[config.mk]
export PLATFORM = sky130hd
export DESIGN_NAME = spi_flash_reader
export DESIGN_NICKNAME = d
export VERILOG_FILES = /design/src/rtl/spi_flash_reader.sv
export SDC_FILE = /design/constraint.sdc
export NUM_CORES = 1
export LEC_CHECK = 0
export CAP_MARGIN = 20
export CORE_MARGIN = 8
export CORE_UTILIZATION = 25
export DETAILED_ROUTE_END_ITERATION = 10
export PLACE_DENSITY = 0.53
export SLEW_MARGIN = 20
export SYNTH_ARGS = -nofsm -noshare
export SYNTH_HDL_FRONTEND = slang
export SYNTH_SLANG_ARGS = --single-unit
[constraint.sdc]
create_clock -name clk -period 2.41 [get_ports clk]
set_input_delay 0.3615 -clock clk [delete_from_list [all_inputs] [get_ports clk]]
set_output_delay 0.3615 -clock clk [all_outputs]
set_load 0.02 [all_outputs]
[src/rtl/spi_flash_reader.sv]
// SPI mode-0 master that issues READ (0x03) + 24-bit address and streams the
// returned bytes out over a one-deep valid/ready byte buffer.
module spi_flash_reader #(
    parameter int CLK_DIV = 2,
    parameter int LEN_W   = 16
) (
    input  logic             clk,
    input  logic             RST,
    input  logic             req_valid,
    output logic             req_ready,
    input  logic [23:0]      req_addr,
    input  logic [LEN_W-1:0] req_len,
    output logic             out_valid,
    input  logic             out_ready,
    output logic [7:0]       out_data,
    output logic             out_last,
    output logic             busy,
    output logic             SPI_CLK,
    output logic             SPI_CS,
    output logic             SPI_MOSI,
    input  logic             SPI_MISO
);
    localparam int DIV_W = (CLK_DIV > 1) ? $clog2(CLK_DIV) : 1;
    localparam logic [DIV_W-1:0] DIV_LAST = DIV_W'(CLK_DIV - 1);

    typedef enum logic [2:0] {
        IDLE, CS_SETUP, CMD, ADDR, DATA, CS_HOLD, CS_GAP
    } state_t;

    state_t           state;
    logic [DIV_W-1:0] div_cnt;
    logic [4:0]       bit_cnt;
    logic [31:0]      tx_shift;
    logic [7:0]       rx_shift;
    logic [LEN_W-1:0] bytes_left;
    logic             byte_done;
    logic             last_pending;
    logic             half_done;
    logic             stall;

    assign half_done = (div_cnt == DIV_LAST);
    // Completing a byte while the buffer is still full would overwrite it, so hold SCK low.
    assign stall     = (state == DATA) && (bit_cnt[2:0] == 3'd7) && out_valid && !out_ready;
    assign req_ready = (state == IDLE) && !out_valid;
    assign busy      = (state != IDLE);

    // Sequencer, SCK/CS/MOSI generation, receive shifter and output buffer.
    always_ff @(posedge clk) begin
        if (RST) begin
            state        <= IDLE;
            div_cnt      <= '0;
            bit_cnt      <= 5'd0;
            tx_shift     <= 32'd0;
            rx_shift     <= 8'd0;
            bytes_left   <= '0;
            byte_done    <= 1'b0;
            last_pending <= 1'b0;
            out_valid    <= 1'b0;
            out_data     <= 8'd0;
            out_last     <= 1'b0;
            SPI_CLK      <= 1'b0;
            SPI_CS       <= 1'b1;
            SPI_MOSI     <= 1'b0;
        end else begin
            if (byte_done) begin
                out_valid <= 1'b1;
                out_data  <= rx_shift;
                out_last  <= last_pending;
            end else if (out_valid && out_ready) begin
                out_valid <= 1'b0;
                out_last  <= 1'b0;
            end
            byte_done <= 1'b0;

            case (state)
                IDLE: begin
                    div_cnt <= '0;
                    if (req_valid && req_ready && (req_len != '0)) begin
                        state      <= CS_SETUP;
                        SPI_CS     <= 1'b0;
                        tx_shift   <= {8'h03, req_addr};
                        bytes_left <= req_len;
                    end
                end
                CS_SETUP: begin
                    if (half_done) begin
                        state    <= CMD;
                        div_cnt  <= '0;
                        bit_cnt  <= 5'd0;
                        SPI_MOSI <= tx_shift[31];
                        tx_shift <= {tx_shift[30:0], 1'b0};
                    end else begin
                        div_cnt <= div_cnt + DIV_W'(1);
                    end
                end
                CMD, ADDR, DATA: begin
                    if (!half_done) begin
                        div_cnt <= div_cnt + DIV_W'(1);
                    end else if (!SPI_CLK) begin
                        if (!stall) begin
                            SPI_CLK <= 1'b1;
                            div_cnt <= '0;
                            if (state == DATA) begin
                                rx_shift <= {rx_shift[6:0], SPI_MISO};
                                if (bit_cnt[2:0] == 3'd7) begin
                                    byte_done    <= 1'b1;
                                    last_pending <= (bytes_left == LEN_W'(1));
                                    bytes_left   <= bytes_left - LEN_W'(1);
                                end
                            end
                        end
                    end else begin
                        // Falling edge: the shifter is empty after the address, so MOSI idles low in DATA.
                        SPI_CLK  <= 1'b0;
                        div_cnt  <= '0;
                        bit_cnt  <= bit_cnt + 5'd1;
                        SPI_MOSI <= tx_shift[31];
                        tx_shift <= {tx_shift[30:0], 1'b0};
                        if ((state == CMD) && (bit_cnt == 5'd7)) begin
                            state <= ADDR;
                        end else if ((state == ADDR) && (bit_cnt == 5'd31)) begin
                            state <= DATA;
                        end else if ((state == DATA) && (bit_cnt[2:0] == 3'd7) &&
                                     (bytes_left == '0)) begin
                            state <= CS_HOLD;
                        end
                    end
                end
                CS_HOLD: begin
                    if (half_done) begin
                        state   <= CS_GAP;
                        SPI_CS  <= 1'b1;
                        div_cnt <= '0;
                    end else begin
                        div_cnt <= div_cnt + DIV_W'(1);
                    end
                end
                CS_GAP: begin
                    if (half_done) begin
                        state   <= IDLE;
                        div_cnt <= '0;
                    end else begin
                        div_cnt <= div_cnt + DIV_W'(1);
                    end
                end
                default: begin
                    state  <= IDLE;
                    SPI_CS <= 1'b1;
                end
            endcase
        end
    end
endmodule

# Word-level counts from Yosys, hierarchy flattened
# Index checks and enable logic that the tools add are counted.
# word_totals
register_bits	80
inputBits	45
output_inout_bits	15
elab_cells	121
# op_classes
addsub	3
n_eq_ne	21
muxes	44
bitwise	6
n_reduce_logical	33
# op_table
operator	n
32-bit 2-to-1 mux	4
16-bit 2-to-1 mux	6
32-bit case mux with 3 select lines	1
16-bit case mux with 2 select lines	1
3-bit 2-to-1 mux	9
2-bit != test, second input constant	9
16-bit by 1-bit equality test with 1-bit output, second input constant	1
16-bit zero test	1
16-bit nonzero test	1
16-bit by 1-bit subtractor with 16-bit output, second input constant	1
1-bit 2-to-1 mux	15
5-bit 2-to-1 mux	3
3-bit case mux with 5 select lines	1
7-bit AND reduction	2
3-bit equality test, second input constant	4
1-bit logical AND	10
5-bit case mux with 2 select lines	1
5-bit AND reduction	2
3-bit nonzero test	3
3-bit by 2-bit equality test with 1-bit output, second input constant	2
1-bit inverter	6
1-bit case mux with 3 select lines	2
6-bit AND reduction	1
2-bit nonzero test	3
16 further kinds	18

# Depth between registers and ports, before layout
# Gate-level depths: netlist of run 1.
# depth
word_depth	9
ltp_mapped	9

# Least setup slack after synthesis of run 1
# Ideal clock, no wire load.
# synth_timing
kind	flip-flop to flip-flop
startpoint	register out_valid
endpoint	register bytes_left[11]
arrival_time_ns	2.071
setup_slack_ns	0.255
path_stages_with_launch	8
path_cell_list	dfxtp_1 nor4_2 and2_4 a22oi_4 or2_1 buf_6 buf_6 o31ai_2
# synth_via
elab_chain_len	6
# synth_lines
item	line_no	source
start, declared	13	output logic out_valid,
start signal, assigned	58	out_valid <= 1'b0;
start signal, assigned	66	out_valid <= 1'b1;
start signal, assigned	70	out_valid <= 1'b0;
1-bit zero test	44	assign req_ready = (state == IDLE) && !out_valid;
1-bit logical AND	44	
net req_ready	10	output logic req_ready,
1-bit logical AND (2 in a row)	78	if (req_valid && req_ready && (req_len != '0)) begin
2-bit by 1-bit != test with 1-bit output (no line)	--	
7-bit AND reduction (no line)	--	
end signal, assigned	82	bytes_left <= req_len;
end signal, assigned	108	bytes_left <= bytes_left - LEN_W'(1);
end, declared	35	logic [LEN_W-1:0] bytes_left;
# The timed path passes the listed nets, and every way through them passes these cells.
# A chain may end at the register's enable or synchronous reset.

# Worst setup path after layout of run 1
# layout_timing
startpoint	register state[2]
endpoint	output busy
# layout_via
elab_chain_len	1
# layout_lines
item	line_no	source
start, declared	30	state_t state;
start signal, assigned	50	state <= IDLE;
start signal, assigned	79	state <= CS_SETUP;
start signal, assigned	87	state <= CMD;
3-bit nonzero test	45	assign busy = (state != IDLE);
end, declared	17	output logic busy,
# No other way between the ends.

==> impl_results.md, run 1 <==
* Status: completed
* Simple-gate share of the synthesized area at 0.206
* Nets@finish at 560
* Mapped Nets at between 500 and 600
* DRC violations left at 0
* DP Worst Slack at -0.0948 ns
* GRT Total Usage at 0.109
* Most common cell after layout, fill and taps aside: dfxtp_1
* CP endpoint kind: output port
* Placed cell area at between 4000 and 5000 sq um
* HPWL Detailed at approximately 7700 um
* Largest family of logic cells by synthesized area: compound AO/OA/AOI/OAI gates
* Setup Crit Path Kind: flip-flop to output port
* Placed cells at roughly 700
* Power Internal at about 3.7 mW
* Yosys cell types at 62
* Clock-pin slew on the worst setup and hold paths at roughly 0.07 ns
* Critical R2R Capture: bytes_left[9]$_SDFFE_PP0P_
* Mapped Avg Cell Area at around 9 sq um
* PostCTS Resize Cnt at 0
* Initial DRC count at between 200 and 250
* Cts bufs inserted at 9
* Hold crit path type: flip-flop to flip-flop
* Post-layout instance area at 5240 sq um
* Cell Count, Final, Fillers Out at between 700 and 800
* Flop pwr share at 0.307
* XOR/XNOR Fraction of Synth Area at 0
* Port bufs at 59
* Crit path cell chain: buf_4 > or3_1 > clkdlybuf4s50_1
* Slew Limit Fails at 0
* Total wire length at about 11000 um
* Final period util at 0.942
* Clock sink count at 80
* Final Skew at about 0.0095 ns
* Largest net degree at the start of global routing at 79
* Max-cap violations at 0
* Worst slew pin tran at approximately 0.62 ns
* Crit path from: state[2]$_SDFFE_PP0P_
* WL/cell at ~15 um
* Slowest stage delay, CP at roughly 0.6 ns
* Mapped Cells at 450
* Initial core utilization at 0.253
* Worst hold margin at approximately 0.45 ns
* H-tree depth at 3
* Critical path startpoint category: flip-flop
* # diodes at 0
* Minimum clock period at around 2.3 ns
* Initial antenna violation count at 0
* Synth async-reset ratio at 0
* Global-route wire length before repair at 17700 um
* Leak at between 1.5 and 2 nW
* Clock power share at 0.229
* Via count of the routed design at between 3000 and 4000
* ANT nets after route at 0
* Setup violations, final at 0
* Critical path endpoint: busy
* Sw Ratio at 0.399
* R2R cell count at 8
* Post-synthesis mux area share at 0.0852
* Slew HR at 0.585
* Die area at roughly 20000 sq um
* Worst r2r src: bit_cnt[0]$_SDFFE_PP0P_
* Critical Path Fanout Max at 12
* Fmax at 440 MHz
* Share of cells above drive strength 1 at 0.126
* Flops & latches, synth at 80
* Placer Congestion at roughly 0.84
* Hold_buf cts at 0
* VDD IR-drop max at about 590 uV
* Syn. warnings at 0
* Critical Path RT at ~2.1 ns
* Clock Tree Root: clkbuf_16
* CTS tree: built
* Skew-Pair Late Insertion Delay at about 0.34 ns
* Die X at around 140 um
* IO Pins at 60
* Row count at 46
* Vias/cell at ~4.9
* CP max-delay cell: clkdlybuf4s50_1
* Fraction of the mapped netlist area in compound gates at 0.241
* GRT overflow at 0
* Logic pwr share at 0.465
* CTS max path bufs at 2
* Final Hold Vio Count at 0
* Post-synth EDFFs at 0
* Die height at ~140 um
* P_sw at ~2.4 mW
* Worst EP arrival at approximately 1.9 ns
* Vias in the first global route at 3464
* Post-Syn Area at 4000 sq um
* Area growth, synth to finish at 31.1%
* Fin worst setup slack at 0.139 ns
* Core area at between 15000 and 20000 sq um
* RSZ-0062 raised after global routing: no
* DRT Pass-1 Iters at 5
* Most frequent cells in the layout: dfxtp_1 (80), nor2_1 (61), clkdlybuf4s50_1 (58)
* Adder-cell share of the synthesized area at 0.0188
* Slack of the worst reg-to-reg path at between 0.2 and 0.3 ns
* Post-CTS Setup Inserts at 0
* Register area share after synthesis at 0.401
* Main synth FF type: dfxtp_1
* P per Cell Area at between 1000 and 1500 nW/um^2
==> per-stage QoR <==
stage                     utilization  power, mW  TNS (ns)
after floorplan                     -       3.89         0
after global placement          0.313       4.71    -0.207
after detailed placement        0.313       4.75    -0.122
after CTS                       0.332       6.19         0
after global routing            0.332       6.57         0
final                           0.332       6.13         0
==> worst min path at each step <==
stage / startpoint / end / cells after the start
2_1_floorplan: tx_shift[31]$_SDFFE_PP0P_ / SPI_MOSI$_SDFFE_PP0P_ / 2
6_report: tx_shift[31]$_SDFFE_PP0P_ / SPI_MOSI$_SDFFE_PP0P_ / 2
3_3_place_gp: tx_shift[31]$_SDFFE_PP0P_ / SPI_MOSI$_SDFFE_PP0P_ / 2
4_1_cts: tx_shift[31]$_SDFFE_PP0P_ / SPI_MOSI$_SDFFE_PP0P_ / 2
3_5_place_dp: tx_shift[31]$_SDFFE_PP0P_ / SPI_MOSI$_SDFFE_PP0P_ / 2
5_1_grt: tx_shift[31]$_SDFFE_PP0P_ / SPI_MOSI$_SDFFE_PP0P_ / 2
==> logic make-up after synthesis <==
family / count (synthesis)
compound gates: 127
fa+ha+maj: 6
buf+inv: 41
flops: 80
mux: 34
simple gates: 162
==> registers in the layout, indices dropped and copies added (netlist names) <==
| register | count |
|---|---|
| bytes_left | 16 |
| out_data | 8 |
| rx_shift | 8 |
| div_cnt | 1 |
| out_last | 1 |
| SPI_MOSI | 1 |
| out_valid | 1 |
| SPI_CLK | 1 |
| tx_shift | 32 |
| last_pending | 1 |
| SPI_CS | 1 |
| bit_cnt | 5 |
| byte_done | 1 |
| state | 3 |
==> power by group through the flow <==
stage                     combinational [mW]  clock (mW)  sequential, mW
after floorplan                         2.07           0            1.82
after global placement                  2.81           0            1.90
after detailed placement                2.84           0            1.91
after CTS                               2.85        1.46            1.88
after global routing                    3.14        1.50            1.93
final                                   2.85        1.40            1.88
==> metal layers <==
| metal | track usage | routed length (um) |
|---|---|---|
| met5 | 0 | 0 |
| met4 | 0.0285 | 150 |
| met3 | 0.0513 | 959 |
| met2 | 0.162 | 4730 |
| met1 | 0.137 | 4980 |
==> worst max-delay path: cells and delay by family (launching register included) <==
kind | cells | cell delay (ns)
DFF | 1 | 0.35
and+or+nand+nor | 1 | 0.42
buffers and inverters | 2 | 0.79
==> cell type report <==
cell class / instances / area [sq um]
Multi-Input combinational cell: 329 / 2210
Inverter: 6 / 22.5
Tap cell: 216 / 270
Timing Repair Buffer: 83 / 828
Clock inverter: 7 / 78.8
Fill cell: 1647 / 10500
Sequential cell: 80 / 1600
Clock buffer: 9 / 225
==> Yosys cell counts, drive strengths merged (2+ instances only) <==
master | instances | area, sq um
dfxtp | 80 | 1600
nor2 | 62 | 233
mux2i | 34 | 340
nand2 | 34 | 144
a21oi | 33 | 176
a211oi | 26 | 195
clkbuf | 20 | 75.1
buf | 15 | 93.8
a22oi | 12 | 104
nor3 | 12 | 60.1
o311ai | 12 | 105
o31ai | 12 | 140
nor4 | 10 | 83.8
nand3 | 8 | 45.0
o21ai | 8 | 43.8
and3 | 7 | 43.8
ha | 6 | 75.1
inv | 6 | 22.5
a31oi | 5 | 31.3
and2 | 4 | 27.5
nand4 | 4 | 25.0
or2 | 4 | 25.0
and4 | 3 | 26.3
nor3b | 3 | 27.5
o22ai | 3 | 18.8
o31a | 3 | 26.3
a32oi | 2 | 17.5
o32ai | 2 | 17.5
or3 | 2 | 12.5
or4 | 2 | 15.0
(Power assumes the default switching activity.)
==> inputs of run 2 (changes only) <==
RECOVER_POWER = 100   (was default)
==> impl_results.md, run 2 (synthesis results as in run 1) <==
* Hold worst-path end: SPI_MOSI$_SDFFE_PP0P_ (unchanged)
* # diodes at 0 (unchanged)
* Initial core utilization at 0.253 (unchanged)
* H-tree depth at 3 (unchanged)
* CTS max path bufs at 2 (unchanged)
* Status: completed (unchanged)
* Placed cell area at 4930 sq um (unchanged)
* Setup violations, final at 0 (unchanged)
* Worst slew pin tran at 0.631 ns (was 0.617 ns)
* Placed cells at 714 (unchanged)
* DP Worst Slack at -0.0948 ns (unchanged)
* Sw Ratio at 0.403 (was 0.399)
* Most common cell after layout, fill and taps aside: dfxtp_1 (unchanged)
* Critical Path RT at 2.05 ns (about the same)
* Skew-Pair Late Insertion Delay at 0.34 ns (about the same)
* Number of flip-flops in the largest register at 32 (unchanged)
* HPWL Detailed at 7690 um (unchanged)
* Nets@finish at 560 (unchanged)
* Global-route wire length before repair at 17700 um (unchanged)
* Logic pwr share at 0.455 (was 0.465)
* Worst Path Buf+Inv at 2 (unchanged)
* Slew HR at 0.575 (was 0.585)
* IO Pins at 60 (unchanged)
* RSZ-0062 raised after global routing: no (unchanged)
* Critical R2R Capture: bytes_left[9]$_SDFFE_PP0P_ (unchanged)
* CTS tree: built (unchanged)
* Via count of the routed design at 3567 (was 3565)
* Family with the most delay on the worst path: buffers and inverters (unchanged)
* Die area at 20300 sq um (unchanged)
* Initial antenna violation count at 0 (unchanged)
* Slack of the worst reg-to-reg path at 0.21 ns (was 0.28 ns)
* Worst hold margin at 0.451 ns (about the same)
* Initial DRC count at 227 (was 235)
* DRC violations left at 0 (unchanged)
* WP depth at 3 (unchanged)
* Most frequent cells in the layout: dfxtp_1 (80), nor2_1 (61), clkdlybuf4s50_1 (45) (was dfxtp_1 (80), nor2_1 (61), clkdlybuf4s50_1 (58))
* Core area at 15800 sq um (unchanged)
* Vias in the first global route at 3464 (unchanged)
* P_sw at 2.43 mW (was 2.45 mW)
* PostCTS Resize Cnt at 0 (unchanged)
* Clock sink count at 80 (unchanged)
* Critical path startpoint category: flip-flop (unchanged)
* Slew Limit Fails at 0 (unchanged)
* Largest registers: tx_shift x32, bytes_left x16 (unchanged)
* Clock Tree Root: clkbuf_16 (unchanged)
* Max-cap violations at 0 (unchanged)
* R2R cell count at 8 (unchanged)
* ANT nets after route at 0 (unchanged)
* Share of cells above drive strength 1 at 0.111 (was 0.126)
* GRT Total Usage at 0.109 (unchanged)
* Fillers at 1658 (was 1647)
* Metal2 WL at 4720 um (was 4730 um)
* Final Skew at 0.00952 ns (was 0.00953 ns)
* Minimum clock period at 2.28 ns (was 2.27 ns)
* Total wire length at 10800 um (about the same)
* Final Hold Vio Count at 0 (unchanged)
* Die X at 142 um (unchanged)
* Multi-input logic area at 2200 sq um (was 2210 sq um)
* Worst EP arrival at 1.92 ns (was 1.91 ns)
* Cts bufs inserted at 9 (unchanged)
* WL/cell at 14.8 um (about the same)
* Largest net degree at the start of global routing at 79 (unchanged)
* Cell Count, Final, Fillers Out at 730 (unchanged)
* Fin worst setup slack at 0.132 ns (was 0.139 ns)
* Hold crit path type: flip-flop to flip-flop (unchanged)
* Hold_buf cts at 0 (unchanged)
* Leak at 1.89 nW (was 1.88 nW)
* GRT overflow at 0 (unchanged)
* Power Total at 6.03 mW (was 6.13 mW)
* Setup Crit Path Kind: flip-flop to output port (unchanged)
* Row count at 46 (unchanged)
* P per Cell Area at 1160 nW/um^2 (was 1170 nW/um^2)
* Sequential Area at 1600 sq um (unchanged)
* Routed wl met3 at 884 um (was 959 um)
* Post-layout instance area at 5170 sq um (was 5240 sq um)
* Die height at 142 um (unchanged)
* Worst r2r src: bit_cnt[0]$_SDFFE_PP0P_ (unchanged)
* Critical Path Fanout Max at 12 (unchanged)
* Final core occ at 0.328 (was 0.332)
* VDD IR-drop max at 590 uV (was 593 uV)
* Slowest stage delay, CP at 0.60 ns (about the same)
* Critical hold path startpoint: tx_shift[31]$_SDFFE_PP0P_ (unchanged)
* Worst hold path stage count at 2 (unchanged)
* Top routing layer in use: met4 (unchanged)
* Flop pwr share at 0.312 (was 0.307)
* Final period util at 0.945 (was 0.942)
* CP max-delay cell: clkdlybuf4s50_1 (unchanged)
* Met1 wire length at 5050 um (was 4980 um)
* Power Internal at 3.60 mW (was 3.69 mW)
* Setup TNS at 0 ns (unchanged)
* Fmax at 439 MHz (was 440 MHz)
* Clock power share at 0.232 (was 0.229)
* Port bufs at 59 (unchanged)
* DRT Pass-1 Iters at 4 (was 5)
* Crit path cell chain: buf_4 > or3_1 > clkdlybuf4s50_1 (unchanged)
* Placer Congestion at 0.844 (unchanged)
* Area growth, synth to finish at 29.5% (was 31.1%)
* Clock-pin slew on the worst setup and hold paths at 0.07 ns (about the same)
* CP endpoint kind: output port (unchanged)
* Post-CTS Setup Inserts at 0 (unchanged)
* Largest Register: tx_shift (unchanged)
* Vias/cell at 4.89 (was 4.88)
==> run 2: tightest hold or removal path, stage by stage (launching register included) <==
cell,delay [ns]
dfxtp_1,0.31
nand2_1,0.05
a21oi_1,0.05
==> run 2: final cells by class <==
cell class | count | share of cell area
clock buffers | 9 | 0.0435
clock inverters | 7 | 0.0152
inverters | 6 | 0.00435
multi-input cells | 329 | 0.424
flip-flops and latches | 80 | 0.309
well taps | 216 | 0.0522
repair buffers | 83 | 0.151
==> run 2: metal layers <==
metal	GRT usage	vias to the layer above
met2	0.162	122
met1	0.137	1623
met3	0.0513	16
met4	0.0285	0
met5	0	-
li1	-	1806
==> run 2: power groups by stage <==
stage / clock [mW] / sequential, mW / combinational [mW]
global route: 1.50 / 1.93 / 3.03
floorplan: 0 / 1.82 / 2.07
CTS: 1.46 / 1.88 / 2.85
detailed placement: 0 / 1.91 / 2.84
finish: 1.40 / 1.88 / 2.74
global placement: 0 / 1.90 / 2.81
==> run 2: how the worst max path moves through the flow <==
stage,startpoint,end,slack [ns]
2_1_floorplan,out_valid$_SDFFE_PP0P_,bytes_left[11]$_SDFFE_PP0P_,0.25
3_5_place_dp,req_len[3],state[0]$_SDFFE_PP0P_,-0.09
4_1_cts,state[2]$_SDFFE_PP0P_,busy,0.12
5_1_grt,state[0]$_SDFFE_PP0P_,tx_shift[11]$_SDFFE_PP0P_,0.04
3_3_place_gp,req_len[14],state[0]$_SDFFE_PP0P_,-0.07
6_report,state[2]$_SDFFE_PP0P_,busy,0.13
==> inputs of run 3 (changes only) <==
CORE_MARGIN = 5   (was 8)
==> impl_results.md, run 3 (synthesis results as in run 1) <==
* Number of flip-flops in the largest register at 32 (unchanged)
* DRC violations left at 0 (unchanged)
* Global-route wire length before repair at 17300 um (was 17700 um)
* Flop pwr share at 0.312 (about the same)
* Worst EP arrival at 1.94 ns (was 1.92 ns)
* ANT nets after route at 0 (unchanged)
* Crit path cell chain: clkbuf_4 > or3_1 > clkdlybuf4s50_1 (was buf_4 > or3_1 > clkdlybuf4s50_1)
* Critical Path RT at 2.05 ns (about the same)
* Placer Congestion at 0.789 (was 0.844)
* Initial core utilization at 0.253 (unchanged)
* Critical path startpoint category: flip-flop (unchanged)
* VDD IR-drop max at 570 uV (was 590 uV)
* Hold_buf cts at 0 (unchanged)
* Total wire length at 10600 um (was 10800 um)
* RSZ-0062 raised after global routing: no (unchanged)
* Largest net degree at the start of global routing at 78 (was 79)
* Share of cells above drive strength 1 at 0.109 (was 0.111)
* Slew HR at 0.608 (was 0.575)
* Multi-input logic area at 2180 sq um (was 2200 sq um)
* Family with the most delay on the worst path: buffers and inverters (unchanged)
* Power Internal at 3.69 mW (was 3.60 mW)
* CTS max path bufs at 2 (unchanged)
* Status: completed (unchanged)
* Max-cap violations at 0 (unchanged)
* Fillers at 1633 (was 1658)
* Hold crit path type: input pin to flip-flop (was flip-flop to flip-flop)
* Logic pwr share at 0.448 (was 0.455)
* Worst r2r src: state[1]$_SDFFE_PP0P_ (was bit_cnt[0]$_SDFFE_PP0P_)
* Clock sink count at 80 (unchanged)
* Largest registers: tx_shift x32, bytes_left x16 (unchanged)
* GRT overflow at 0 (unchanged)
* Core area at 15800 sq um (unchanged)
* Final period util at 0.956 (was 0.945)
* Power Total at 6.04 mW (was 6.03 mW)
* Slew Limit Fails at 0 (unchanged)
* Clock-pin slew on the worst setup and hold paths at 0.06 ns (was 0.07 ns)
* Minimum clock period at 2.30 ns (was 2.28 ns)
* Sw Ratio at 0.389 (was 0.403)
* WL/cell at 14.6 um (was 14.8 um)
* Critical hold path startpoint: RST (was tx_shift[31]$_SDFFE_PP0P_)
* CTS tree: built (unchanged)
* Cts bufs inserted at 9 (unchanged)
* Setup violations, final at 0 (unchanged)
* Worst slew pin tran at 0.588 ns (was 0.631 ns)
* CP max-delay cell: clkdlybuf4s50_1 (unchanged)
* Area growth, synth to finish at 29.7% (was 29.5%)
* IO Pins at 60 (unchanged)
* Port bufs at 59 (unchanged)
* Nets@finish at 560 (unchanged)
* Placed cells at 714 (unchanged)
* Critical Path Fanout Max at 11 (was 12)
* Most frequent cells in the layout: dfxtp_1 (80), nor2_1 (62), clkdlybuf4s50_1 (45) (was dfxtp_1 (80), nor2_1 (61), clkdlybuf4s50_1 (45))
* Setup Crit Path Kind: flip-flop to output port (unchanged)
* Worst Path Buf+Inv at 2 (unchanged)
* Via count of the routed design at 3616 (was 3567)
* Final Skew at 0.00409 ns (was 0.00952 ns)
* DRT Pass-1 Iters at 4 (unchanged)
* Row count at 46 (unchanged)
* P_sw at 2.35 mW (was 2.43 mW)
* Die X at 136 um (was 142 um)
* Worst hold margin at 0.286 ns (was 0.451 ns)
* Initial antenna violation count at 0 (unchanged)
* Final Hold Vio Count at 0 (unchanged)
* GRT Total Usage at 0.117 (was 0.109)
* Cell Count, Final, Fillers Out at 729 (was 730)
* Clock power share at 0.240 (was 0.232)
* Slack of the worst reg-to-reg path at 0.22 ns (was 0.21 ns)
* Vias in the first global route at 3495 (was 3464)
* Crit path from: state[2]$_SDFFE_PP0P_ (unchanged)
* CP endpoint kind: output port (unchanged)
* # diodes at 0 (unchanged)
* Most common cell after layout, fill and taps aside: dfxtp_1 (unchanged)
* Die area at 18600 sq um (was 20300 sq um)
* Leak at 1.90 nW (was 1.89 nW)
* Largest Register: tx_shift (unchanged)
* Slowest stage delay, CP at 0.60 ns (about the same)
* H-tree depth at 3 (unchanged)
* Clock Tree Root: clkbuf_16 (unchanged)
* Die height at 136 um (was 142 um)
* Initial DRC count at 188 (was 227)
* HPWL Detailed at 7440 um (was 7690 um)
* Sequential Area at 1600 sq um (unchanged)
* Fmax at 434 MHz (was 439 MHz)
* P per Cell Area at 1170 nW/um^2 (was 1160 nW/um^2)
* Vias/cell at 4.96 (was 4.89)
* Post-CTS Setup Inserts at 0 (unchanged)
* Skew-Pair Late Insertion Delay at 0.34 ns (about the same)
run 3: stage by stage:
step | setup WS (ns) | area (sq um) | TNS (ns) | utilization
CTS | 0.116 | 5240 | 0 | 0.332
detailed placement | -0.0993 | 4930 | -0.128 | 0.313
global route | 0.0259 | 5180 | 0 | 0.329
floorplan | 0.255 | 4000 | 0 | -
global placement | -0.103 | 4930 | -0.155 | 0.313
finish | 0.105 | 5180 | 0 | 0.329
run 3: worst reg2reg max path: stages (launching register included):
cell	delay, ns
dfxtp_1	0.41
or3b_1	0.56
a21oi_1	0.41
a2bb2oi_1	0.23
clkbuf_1	0.30
a22oi_1	0.11
nor2_1	0.10
run 3: cell type report:
type / count / area share
Inverter: 6 / 0.00435
Tap cell: 216 / 0.0521
Clock buffer: 9 / 0.0435
Timing Repair Buffer: 83 / 0.155
Multi-Input combinational cell: 329 / 0.420
Clock inverter: 6 / 0.0164
Sequential cell: 80 / 0.309
run 3: routing by layer:
metal  part of all wire  routed length, um  up-vias  global-route usage
li1                   -                  -     1809                   -
met1               0.45               4780     1683               0.151
met2               0.45               4770      112               0.176
met3              0.087                928       12              0.0459
met4              0.014                152        0              0.0431
met5                  0                  0        -                   0
run 3: final timing paths:
path / end / depth (start not counted)
setup / recovery: busy / 3
hold / removal: tx_shift[5]$_SDFFE_PP0P_ / 2
setup reg to reg: tx_shift[27]$_SDFFE_PP0P_ / 6
hold reg to reg: rx_shift[7]$_SDFFE_PP0P_ / 2
run 3: repair_timing:
action,CTS,global route
endpoints found under the hold margin,0,0
setup endpoints to repair,0,1
gates resized for setup,0,1
run 3: power groups by stage:
stage	Sequential [mW]	Clock [mW]	Combinational (mW)
floorplan	1.82	0	2.07
global placement	1.90	0	2.78
detailed placement	1.91	0	2.82
CTS	1.89	1.51	2.83
global route	1.94	1.56	3.00
finish	1.88	1.45	2.71
